===== src/rtl/keypad_scan_if.sv =====
// Keypad-side signal bundle for keypad_scan: row sense, column drive and the
// keycode/keyenbl pair handed to the lock.
interface keypad_scan_if;
  logic [3:0] row;
  logic [3:0] col;
  logic [3:0] keycode;
  logic       keyenbl;

  modport master (input row, output col, keycode, keyenbl);
  modport slave  (output row, input col, keycode, keyenbl);
endinterface


===== src/rtl/keypad_scan.sv =====
// 4x4 matrix keypad scanner with press/release debounce and a one-cycle key strobe.
// Define KEYPAD_REPEAT_EN to add auto-repeat while a key stays held.
module keypad_scan #(
  parameter logic [15:0] SCAN_DIV = 16'd1000,
  parameter logic [7:0]  DEB_CNT  = 8'd4,
  parameter logic [7:0]  REP_DLY  = 8'd32,
  parameter logic [7:0]  REP_PER  = 8'd8
) (
  input logic         ck,
  input logic         resetn,
  keypad_scan_if.master kp
);

  typedef enum logic [1:0] {SCAN, DEBOUNCE, HELD, RELEASE} state_t;

  state_t      state, state_next;
  logic [15:0] presc;
  logic        tick;
  logic [3:0]  rs_meta, rs;
  logic [1:0]  cidx, cidx_next;
  logic [3:0]  cand, cand_next;
  logic [7:0]  deb, deb_next;
  logic [3:0]  keycode_q;
  logic        keyenbl_q;
  logic        accept, strobe, valid;
  logic [1:0]  ridx;

  function automatic logic [3:0] keymap(input logic [3:0] rc);
    case (rc)
      4'd0:  keymap = 4'h1;  4'd1:  keymap = 4'h2;  4'd2:  keymap = 4'h3;  4'd3:  keymap = 4'hA;
      4'd4:  keymap = 4'h4;  4'd5:  keymap = 4'h5;  4'd6:  keymap = 4'h6;  4'd7:  keymap = 4'hB;
      4'd8:  keymap = 4'h7;  4'd9:  keymap = 4'h8;  4'd10: keymap = 4'h9;  4'd11: keymap = 4'hC;
      4'd12: keymap = 4'hE;  4'd13: keymap = 4'h0;  4'd14: keymap = 4'hF;  default: keymap = 4'hD;
    endcase
  endfunction

  always_ff @(posedge ck or negedge resetn) begin
    if (!resetn) begin
      rs_meta <= 4'hf;
      rs      <= 4'hf;
      presc   <= 16'd0;
    end else begin
      rs_meta <= kp.row;
      rs      <= rs_meta;
      presc   <= tick ? 16'd0 : presc + 16'd1;
    end
  end

  assign tick = (presc == SCAN_DIV - 16'd1);

  // A sample is a key only when exactly one row is pulled low.
  always_comb begin
    valid = 1'b1;
    ridx  = 2'd0;
    case (rs)
      4'b1110: ridx = 2'd0;
      4'b1101: ridx = 2'd1;
      4'b1011: ridx = 2'd2;
      4'b0111: ridx = 2'd3;
      default: valid = 1'b0;
    endcase
  end

  always_ff @(posedge ck or negedge resetn) begin
    if (!resetn) begin
      state <= SCAN;
      cidx  <= 2'd0;
      cand  <= 4'd0;
      deb   <= 8'd0;
    end else begin
      state <= state_next;
      cidx  <= cidx_next;
      cand  <= cand_next;
      deb   <= deb_next;
    end
  end

  always_comb begin
    state_next = state;
    cidx_next  = cidx;
    cand_next  = cand;
    deb_next   = deb;
    accept     = 1'b0;
    if (tick) begin
      case (state)
        SCAN: begin
          if (valid) begin
            cand_next = {ridx, cidx};
            deb_next  = 8'd1;
            if (DEB_CNT == 8'd1) begin
              accept     = 1'b1;
              state_next = HELD;
            end else begin
              state_next = DEBOUNCE;
            end
          end else begin
            cidx_next = cidx + 2'd1;
          end
        end
        DEBOUNCE: begin
          if (valid && ridx == cand[3:2]) begin
            deb_next = deb + 8'd1;
            if (deb + 8'd1 == DEB_CNT) begin
              accept     = 1'b1;
              state_next = HELD;
            end
          end else begin
            state_next = SCAN;
            cidx_next  = cidx + 2'd1;
          end
        end
        HELD: begin
          if (rs == 4'hf) begin
            deb_next = 8'd1;
            if (DEB_CNT == 8'd1) begin
              state_next = SCAN;
              cidx_next  = cidx + 2'd1;
            end else begin
              state_next = RELEASE;
            end
          end
        end
        default: begin
          // Any low row while releasing is treated as release bounce.
          if (rs == 4'hf) begin
            deb_next = deb + 8'd1;
            if (deb + 8'd1 == DEB_CNT) begin
              state_next = SCAN;
              cidx_next  = cidx + 2'd1;
            end
          end else begin
            state_next = HELD;
          end
        end
      endcase
    end
  end

`ifdef KEYPAD_REPEAT_EN
  logic [7:0] rep_cnt;
  logic       rep_first, rep_fire;

  // First repeat waits REP_DLY ticks, later ones REP_PER ticks.
  assign rep_fire = tick && state == HELD && state_next == HELD &&
                    (rep_cnt + 8'd1 == (rep_first ? REP_DLY : REP_PER));

  always_ff @(posedge ck or negedge resetn) begin
    if (!resetn) begin
      rep_cnt   <= 8'd0;
      rep_first <= 1'b1;
    end else if (state != HELD) begin
      rep_cnt   <= 8'd0;
      rep_first <= 1'b1;
    end else if (rep_fire) begin
      rep_cnt   <= 8'd0;
      rep_first <= 1'b0;
    end else if (tick) begin
      rep_cnt <= rep_cnt + 8'd1;
    end
  end

  assign strobe = accept | rep_fire;
`else
  assign strobe = accept;
`endif

  always_ff @(posedge ck or negedge resetn) begin
    if (!resetn) begin
      keycode_q <= 4'h0;
      keyenbl_q <= 1'b0;
    end else begin
      keyenbl_q <= strobe;
      if (accept) keycode_q <= keymap(cand_next);
    end
  end

  assign kp.col     = ~(4'b0001 << cidx);
  assign kp.keycode = keycode_q;
  assign kp.keyenbl = keyenbl_q;

endmodule


===== src/flat_wrapper.sv =====
// flat-port wrapper written by rule: the top's interface ports become plain ports
module keypad_scan_flat 
#(
  parameter logic [15:0] SCAN_DIV = 16'd1000,
  parameter logic [7:0]  DEB_CNT  = 8'd4,
  parameter logic [7:0]  REP_DLY  = 8'd32,
  parameter logic [7:0]  REP_PER  = 8'd8
)
  (ck, resetn, kp_row, kp_col, kp_keycode, kp_keyenbl);
  keypad_scan_if kp_i ();
  input logic ck;
  input logic resetn;
  input wire logic [$bits(kp_i.row)-1:0] kp_row;
  output wire logic [$bits(kp_i.col)-1:0] kp_col;
  output wire logic [$bits(kp_i.keycode)-1:0] kp_keycode;
  output wire logic [$bits(kp_i.keyenbl)-1:0] kp_keyenbl;
  assign kp_i.row = kp_row;
  assign kp_col = kp_i.col;
  assign kp_keycode = kp_i.keycode;
  assign kp_keyenbl = kp_i.keyenbl;
  keypad_scan #(.SCAN_DIV(SCAN_DIV), .DEB_CNT(DEB_CNT), .REP_DLY(REP_DLY), .REP_PER(REP_PER)) u_core (.ck(ck), .resetn(resetn), .kp(kp_i));
endmodule

===== config.mk =====
export PLATFORM = sky130hd
export DESIGN_NAME = keypad_scan_flat
export DESIGN_NICKNAME = d
export VERILOG_FILES = /design/src/rtl/keypad_scan_if.sv /design/src/rtl/keypad_scan.sv /design/src/flat_wrapper.sv
export SDC_FILE = /design/constraint.sdc
export NUM_CORES = 1
export LEC_CHECK = 0
export ABC_CLOCK_PERIOD_IN_PS = 3300
export CAP_MARGIN = 25
export CELL_PAD_IN_SITES_DETAIL_PLACEMENT = 0
export CELL_PAD_IN_SITES_GLOBAL_PLACEMENT = 1
export CORE_ASPECT_RATIO = 1.4
export CORE_MARGIN = 4
export CORE_UTILIZATION = 25
export DETAILED_ROUTE_END_ITERATION = 10
export MAX_ROUTING_LAYER = met4
export PLACE_DENSITY = 0.55
export SLEW_MARGIN = 20
export SYNTH_ARGS = -nofsm -noshare
export SYNTH_HDL_FRONTEND = slang
export SYNTH_SLANG_ARGS = --single-unit

===== constraint.sdc =====
create_clock -name ck -period 3.3 [get_ports ck]
set_input_delay 0.99 -clock ck [delete_from_list [all_inputs] [get_ports ck]]
set_output_delay 0.99 -clock ck [all_outputs]
set_load 0.05 [all_outputs]

After elaboration in Yosys (flattened, before gate mapping)
Memory sizes are Yosys's and may differ from the RTL's. A register that Yosys moved wholly into a read port is not among the register bits.
Cells that the tools add are included.
Storage, ports and cells
  bits in registers: 41
  memory bits (read-only): 64
  memories: 1
Memory list
  (name not given): words 16, bits a word 4, rd ports 1, clocked after Yosys merged registers in 1, wr ports 0, RTL line keypad_scan.sv:29  | case (rc)
Cells by class
  add/subtract/negate cells: 3
  equality and inequality tests: 17
  shift operators: 1
  muxes and demuxes: 27
  bitwise logic cells: 2
  reduce and logical (&&, ||, !) cells: 9
Operator list (count)
  two-way mux 8 bit: 4
  one-hot mux 8 bit (3 select lines): 1
  two-way mux 2 bit: 10
  one-hot mux 2 bit (3 select lines): 3
  adder 16 x 1 -> 16 bit (second input constant): 1
  == test 16 x 10 -> 1 bit (second input constant): 1
  == test 4 bit (second input constant): 4
  two-way mux 16 bit: 1
  two-way mux 4 bit: 3
  AND reduction 5 bit: 2
  adder 8 x 1 -> 8 bit (second input constant): 1
  == test 8 x 3 -> 1 bit (second input constant): 1
  != test 2 x 1 -> 1 bit (second input constant): 3
  AND reduction 6 bit: 1
  nonzero test 3 bit: 2
  two-way mux 1 bit: 5
  != test 5 x 4 -> 1 bit (second input constant): 1
  == test 4 x 3 -> 1 bit (second input constant): 1
  != test 2 bit (second input constant): 2
  NOT 4 bit: 1
  OR reduction 4 bit: 1
  left shift 1 x 2 -> 4 bit (first input constant): 1
  != test 3 bit (second input constant): 1
  adder 2 x 1 -> 2 bit (second input constant): 1
  7 further kinds: 7

Logic depth before layout (Yosys ltp)
Gate-level depths: netlist (run 1).
  word-level depth: 7
  gate-level depth with buffers: 12
  mapped depth without buffers: 11

Worst setup path before layout (run 1)
OpenSTA, ideal clock, no wires.
  path kind: reg2reg
  start point: register u_core.presc[0]
  end point: register u_core.keycode_q[1] (netlist: u_core.kp.keycode[1])
  setup time: 92 ps
  arrival time: 2532 ps
  data required time: 3208 ps
  path slack: 676 ps
  stages on the path, launching flop included: 13
  path buffers: 1
  clock period less this slack: 2624 ps
  path through: dfrtp_1 ha_1 and4bb_2 and3_1 clkbuf_1 nand3_2 mux2i_1 ha_1 nand4b_1 a211oi_1 o2bb2ai_1 o211a_1 o31ai_2
On the way
  cells in the longest elaborated chain, start to end: 2
  elaborated cells between the ends (all ways): 3
  those cells by class: eq/ne (1); mux (2)
RTL lines
  from (decl): RTL line keypad_scan.sv:17  | logic [15:0] presc;
  from (signal assigned): RTL line keypad_scan.sv:45  | presc <= tick ? 16'd0 : presc + 16'd1;
  == test 16 x 10 -> 1 bit *: RTL line keypad_scan.sv:49  | assign tick = (presc == SCAN_DIV - 16'd1);
  two-way mux 4 bit / two-way mux 1 bit (equally long branches): RTL line keypad_scan.sv:84  | if (tick) begin
  to (decl): RTL line keypad_scan.sv:23  | logic [3:0] keycode_q;
Mark *: on every way between the ends. The rest lies on a longest branch, timed or not.
A chain may end at the register's enable or synchronous reset.

Final worst setup path (run 1)
  start point: register u_core.presc[10]
  end point: register u_core.keycode_q[3] (netlist: u_core.kp.keycode[3])
The elaborated chain is that of the path after synthesis.

==> results of run 1 <==
[critical path: stages, from the launching register on]
cell and delay (ps):
dfrtp_1 400, nor4_1 450, and3_1 370, nand3_2 230, mux2i_1 230, ha_1 290
nor3_1 300, nand3_1 120, o31a_2 130, o211a_1 120, o31ai_2 200
[layer usage]
layer / global-route usage (%) / part of all wire [%] / vias to the layer above
li1: - / - / 967
met1: 12.3 / 46 / 914
met2: 17.1 / 50 / 32
met3: 2.06 / 2.5 / 6
met4: 5.53 / 1.9 / 0
met5: - / 0 / -
[cells by family (layout without fill, tap and decap cells)]
logic type                 count (synthesis)  count (layout)  synth area share [%]
muxes                                      4               4                  1.65
buffers and inverters                     26              44                  5.76
xor gates and xnor gates                  18              18                  6.10
adders and majority gates                 11              11                  5.32
DFF                                       45              45                  43.9
AOI/OAI and AO/OA                         51              51                  15.2
and+or+nand+nor                          108             108                  22.0
[flip-flops by register name (all words and copies together), names as in the netlist, 2 cells and up]
signal	count
u_core.presc	16
u_core.state	2
u_core.cand	4
u_core.rs_meta	4
u_core.kp.keycode	4
u_core.cidx	2
u_core.rs	4
u_core.deb	8
[worst max path at each step]
stage / start / to / slack (ps) / cells after the start
2_1_floorplan: u_core.presc[0]$_DFF_PN0_ / u_core.kp.keycode[1]$_DFFE_PN0P_ / 680 / 12
3_3_place_gp: u_core.presc[13]$_DFF_PN0_ / u_core.kp.keycode[3]$_DFFE_PN0P_ / 430 / 10
3_5_place_dp: u_core.presc[0]$_DFF_PN0_ / u_core.kp.keycode[3]$_DFFE_PN0P_ / 430 / 11
4_1_cts: u_core.cidx[0]$_DFFE_PN0P_ / kp_col[2] / 360 / 4
5_1_grt: u_core.presc[10]$_DFF_PN0_ / u_core.kp.keycode[1]$_DFFE_PN0P_ / 50 / 10
6_report: u_core.presc[10]$_DFF_PN0_ / u_core.kp.keycode[3]$_DFFE_PN0P_ / 360 / 10
[power breakdown]
group	switching, mW	internal, mW
combinational	0.0225	0.0159
clock	0.198	0.302
sequential	0.00868	0.561
[synth_stat cells, types with 2 or more instances]
master,instances
a211oi_1,3
a21o_1,2
a21oi_1,5
a31oi_1,4
and3_1,5
and4bb_2,2
buf_2,2
buf_6,2
clkbuf_1,2
clkbuf_8,3
dfrtp_1,37
dfstp_2,8
ha_1,11
inv_1,16
mux2_2,2
mux2i_1,2
nand2_1,24
nand3_1,19
nand3b_1,3
nand4_1,4
nor2_1,23
nor2b_1,4
nor3_1,8
nor3b_1,2
nor4_1,3
o211a_1,2
o211ai_1,4
o21ai_0,8
o22a_1,4
o31ai_1,3
o31ai_2,3
xnor2_1,12
xor2_1,6
[layout by cell type, fill, tap and decap left out, types with 2 or more instances in the layout]
cell / n
a211oi_1: 3
a21o_1: 2
a21oi_1: 5
a31oi_1: 4
and3_1: 5
and4bb_2: 2
buf_4: 6
clkbuf_1: 2
clkbuf_16: 5
clkdlybuf4s50_1: 13
dfrtp_1: 37
dfstp_2: 8
ha_1: 11
inv_1: 16
mux2_2: 2
mux2i_1: 2
nand2_1: 24
nand3_1: 19
nand3b_1: 3
nand4_1: 4
nor2_1: 23
nor2b_1: 4
nor3_1: 8
nor3b_1: 2
nor4_1: 3
o211a_1: 2
o211ai_1: 4
o21ai_0: 8
o22a_1: 4
o31ai_1: 3
o31ai_2: 3
xnor2_1: 12
xor2_1: 6
[through the flow]
step / util, % / total power [mW] / std cells
floorplan: - / 0.600 / 263
global placement: 28.4 / 0.619 / 408
detailed placement: 28.4 / 0.619 / 408
CTS: 29.9 / 1.13 / 416
global route: 29.9 / 1.16 / 416
finish: 29.9 / 1.11 / 416
[area by class of cell]
| cell class | count | area, um2 | area share, % |
|---|---|---|---|
| Clock buffer | 8 | 146 | 4.89 |
| Timing Repair Buffer | 20 | 180 | 6.02 |
| Inverter | 16 | 60.1 | 2.01 |
| Sequential cell | 45 | 1140 | 38.0 |
| Multi-Input combinational cell | 192 | 1300 | 43.5 |
| Tap cell | 135 | 169 | 5.65 |
==> impl_metrics.yaml, run 1 <==
logic_synthesis:
  synthFlopType: "dfrtp_1"
  synth_area_um2: 2580
  avgSynthCellArea_um2: 9.83
  async_flop_share_pct: 100
  synth.ff_latch_count: 45
  yosys.area.top_type_share_pct: 35.8
  synth_area_leaders: "dfrtp_1 36%, dfstp_2 8.1%, ha_1 5.3%"
  synth_top_area_cell: "dfrtp_1"
  synth_cells: 263
  synth_edf_count: 0
  ys_warn_count: 0
  syn_nets: 280
  ys_seq_area_share_pct: 43.9
  synth.distinct_cells: 58
detailed_routing:
  dr.first_iter.drc_count: 81
  wl_per_cell_um: 13.6
  wl_um: 5660
  ant_nets: 0
  vias: 1919
  firstDrtPassIters: 4
  avgViaCountPerCell: 4.61
  drc_errors: 0
clock_tree:
  max-clock-path-buffers: 2
  clock-sinks: 45
  cts_tree: "yes"
  cts-buffers-inserted: 5
  root_buffer: "clkbuf_16"
  cts.clk_slew.worst_paths_ps: 60
  post_cts_resize_count: 0
  hold_buffers: 0
  insertion_delay_ps: 280
  post-cts-setup-buffers: 0
  cts_htree_levels: 2
critical_path:
  rrSetupSlack_ps: 360
  worst_r2r_endpoint: "u_core.kp.keycode[3]$_DFFE_PN0P_"
  cp_max_fo: 8
  crit_path_end_kind: "flop"
  crit_type: "reg2reg"
  r2r_cells: 10
  r2r-start: "u_core.presc[10]$_DFF_PN0_"
  cp-start-kind: "flop"
  arrival_ps: 3130
  cp.required_ps: 3490
die:
  rows: 43
  ios: 15
  die-width_um: 93.9
  fp.dieH_um: 128
  core_area_um2: 10000
  start_util_pct: 25.8
  die-area_um2: 12100
run:
  drv_cap: 0
sta:
  timing.slew.headroom_pct: 65.4
  worst_pin_slew_ps: 514
  fin_setup_tns_ps: 0
  fin_crit_sh_pct: 89.1
  setup_viol: 0
  worst_slack_ps: 361
  drv_slew: 0
  finClkSkew_ps: 6.40
  finalHoldViolCount: 0
  whs_ps: 358
  period_needed_ps: 2940
  fmax_mhz: 340
  rsz0062_at_grt: "no"
placement:
  dp_hpwl_um: 4230
  dp_slack_ps: 435
  gp_congestion: 0.847
  place_area_um2: 2850
  port_buffers: 14
pwr:
  p_per_area_nw_per_um2: 371
  p_leak_nw: 1.27
  ir_worst_vdd_uv: 178
global_routing:
  grt.total_usage_pct: 10.6
  grt_pass1_wl_um: 9750
  grt_max_degree: 35
  grt_pass1_vias: 1998
  antenna_found_initial: 0
  grt_overflow_total: 0
hold_path:
  holdPathStages: 0
  min-delay-start: "u_core.rs_meta[2]$_DFF_PN1_"
  hold_end: "u_core.rs[2]$_DFF_PN1_"
  holdCritPathClass: "reg2reg"
layout:
  fin_area_um2: 2990
  synthToLayoutAreaGrowth_pct: 15.7
  drive_gt1_share_pct: 12.5
  antennaDiodeCount: 0
  n_fill_cell: 1070
  layout.nets: 297
outcome:
  outcome: "completed"
Note: power is estimated with default switching activity, not from simulation.
==> run 2: changes to the inputs <==
--- a/config.mk
+++ b/config.mk
@@ -5,7 +5,6 @@
 export SDC_FILE = /design/constraint.sdc
 export NUM_CORES = 1
 export LEC_CHECK = 0
-export ABC_CLOCK_PERIOD_IN_PS = 3300
 export CAP_MARGIN = 25
 export CELL_PAD_IN_SITES_DETAIL_PLACEMENT = 0
 export CELL_PAD_IN_SITES_GLOBAL_PLACEMENT = 1
@@ -14,7 +13,7 @@
 export CORE_UTILIZATION = 25
 export DETAILED_ROUTE_END_ITERATION = 10
 export MAX_ROUTING_LAYER = met4
-export PLACE_DENSITY = 0.55
+export PLACE_DENSITY = 0.57
 export SLEW_MARGIN = 20
 export SYNTH_ARGS = -nofsm -noshare
 export SYNTH_HDL_FRONTEND = slang
==> constraint.sdc (replaced) <==
create_clock -name ck -period 2.5 [get_ports ck]
set_input_delay 0.75 -clock ck [delete_from_list [all_inputs] [get_ports ck]]
set_output_delay 0.75 -clock ck [all_outputs]
set_load 0.05 [all_outputs]
==> run 2 against run 1 <==
Effect of this change:
- routed wire length rose by 11%
- critical path type unchanged
- sequential power rose by 31%
- critical endpoint is now u_core.kp.keycode[1]$_DFFE_PN0P_
- core utilization increased by 3.7 points
- sequential share of layout area down 4.1 points
- critical path depth grew 1
- non-clock buffer count increased by 33
- register-to-register slack worse by 300 ps
- clock-buffer cell count decreased by 2
- largest cell class unchanged
==> impl_metrics.yaml, run 2 (synthesized netlist as in run 1, its figures left out) <==
outcome:
  outcome: "completed"
critical_path:
  slowest_delay_ps: 380
  cpMostUsedCell: "ha_2"
  worstPathCellList: "ha_2 -> and4bb_2 -> and3_4 -> nand3_4 -> mux2i_4 -> ha_2 -> nand4b_1 -> a211oi_2 -> o2bb2ai_2 -> o211a_1 -> o31ai_2"
  rrSetupSlack_ps: 60
  cp.required_ps: 2700
  r2r-start: "u_core.presc[0]$_DFF_PN0_"
  cp_max_fo: 3
  cpMaxStageDelayCell: "dfrtp_1"
  crit_type: "reg2reg"
  worst_r2r_endpoint: "u_core.kp.keycode[1]$_DFFE_PN0P_"
  crit_path_end_kind: "flop"
  r2r_cells: 11
  arrival_ps: 2640
  cp-start-kind: "flop"
die:
  fp.dieH_um: 128
  core_area_um2: 10000
  die-width_um: 93.9
  rows: 43
  start_util_pct: 25.8
  ios: 15
  die-area_um2: 12100
placement:
  dpl.cell_count: 435
  gp_congestion: 0.902
  port_buffers: 14
  dp_hpwl_um: 4780
clock_tree:
  clock-sinks: 45
  max-clock-path-buffers: 2
  insertion_delay_ps: 290
  hold_buffers: 0
  cts_tree: "yes"
  cts.clk_slew.worst_paths_ps: 60
  cts_htree_levels: 2
  cts-buffers-inserted: 5
  root_buffer: "clkbuf_16"
hold_path:
  hold_end: "u_core.rs[3]$_DFF_PN1_"
  holdCritPathClass: "reg2reg"
  holdPathStages: 0
  min-delay-start: "u_core.rs_meta[3]$_DFF_PN1_"
global_routing:
  grt_max_degree: 26
  grt.total_usage_pct: 11.7
  grt_overflow_total: 0
  grt_pass1_vias: 2111
  antenna_found_initial: 0
  grt_pass1_wl_um: 10500
layout:
  final_common_cell: "buf_4"
  regMostFlops: "u_core.presc"
  top_regs: "u_core.presc x16, u_core.deb x8"
  drive_gt1_share_pct: 28.0
  final_cell_mix: "41 x buf_4, 37 x dfrtp_1, 24 x nand2_1"
  final_cells: 449
  synthToLayoutAreaGrowth_pct: 29.9
  largest_register_ffs: 16
  antennaDiodeCount: 0
  layout.nets: 330
pwr:
  ir_worst_vdd_uv: 233
  p_leak_nw: 1.44
  p_per_area_nw_per_um2: 439
  power_mw: 1.47
sta:
  drv_slew: 0
  fmax_mhz: 410
  rsz0062_at_grt: "yes"
  period_needed_ps: 2440
  finalHoldViolCount: 0
  timing.slew.headroom_pct: 61.6
  fin_crit_sh_pct: 97.6
  setup_viol: 0
  finClkSkew_ps: 5.62
  worst_pin_slew_ps: 576
detailed_routing:
  firstDrtPassIters: 4
  wl_um: 6280
  dr.first_iter.drc_count: 73
  vias: 2093
  drc_errors: 0
  avgViaCountPerCell: 4.66
  wl_per_cell_um: 14.0
  ant_nets: 0
run:
  drv_cap: 0
run 2: cell count changes in the layout (fill, tap and decap cells not counted), moves of 4 or more:
cell | before | now
ha_2 | 0 | 4
clkdlybuf4s50_1 | 13 | 9
buf_4 | 6 | 41
ha_1 | 11 | 7
run 2: stage by stage:
step	hold slack [ps]	util, %	area [um2]	setup WS (ps)	TNS [ps]
after CTS	356	33.3	3330	6.61	0
after floorplan	345	-	2640	11.8	0
final	355	33.5	3360	60.9	0
after global placement	347	31.1	3110	-56.8	-56.8
after global routing	359	33.5	3360	-75.0	-191
after detailed placement	347	31.1	3110	-72.1	-72.1
run 2: how the worst max path moves through the flow:
stage | start | end | slack [ps]
floorplan | u_core.presc[0]$_DFF_PN0_ | u_core.kp.keycode[1]$_DFFE_PN0P_ | 10
global placement | u_core.presc[1]$_DFF_PN0_ | u_core.kp.keycode[1]$_DFFE_PN0P_ | -60
detailed placement | u_core.presc[1]$_DFF_PN0_ | u_core.kp.keycode[1]$_DFFE_PN0P_ | -70
CTS | u_core.presc[1]$_DFF_PN0_ | u_core.kp.keycode[3]$_DFFE_PN0P_ | 7
global route | u_core.presc[0]$_DFF_PN0_ | u_core.kp.keycode[1]$_DFFE_PN0P_ | -70
finish | u_core.presc[0]$_DFF_PN0_ | u_core.kp.keycode[1]$_DFFE_PN0P_ | 60
run 2: final cells by class:
class                   instances  area [um2]
clock buffers                   6         129
fillers                      1042        6650
clock inverters                 2        15.0
flip-flops and latches         45        1140
inverters                      16        60.1
repair buffers                 53         443
well taps                     135         169
multi-input cells             192        1410
run 2: worst max-delay path, delay by kind of cell (launching register included):
family	cells	cell delay (ps)
compound gates	4	630
fa+ha+maj	2	400
flops	1	380
mux	1	280
simple gates	4	660
run 2: power breakdown:
part	internal, mW	switching, mW	leakage [nW]
Combinational	0.0329	0.0431	0.794
Clock	0.371	0.280	0.0631
Sequential	0.740	0.00657	0.587
Total	1.14	0.329	1.44
run 2: timing repair:
action / 4_1_cts / 5_1_grt
buffers inserted: 5 / 1
pin swaps: 5 / 6
resized for setup: 7 / 3
endpoints found under the setup margin: 1 / 4
run 2: metal layers:
metal  up-vias  routed length (um)  track usage (%)
met5         -                   0                -
met4         0                 291             7.14
met3        19                 167             2.06
met2        31                3290             19.7
met1       996                2530             12.8
li1       1047                   -                -
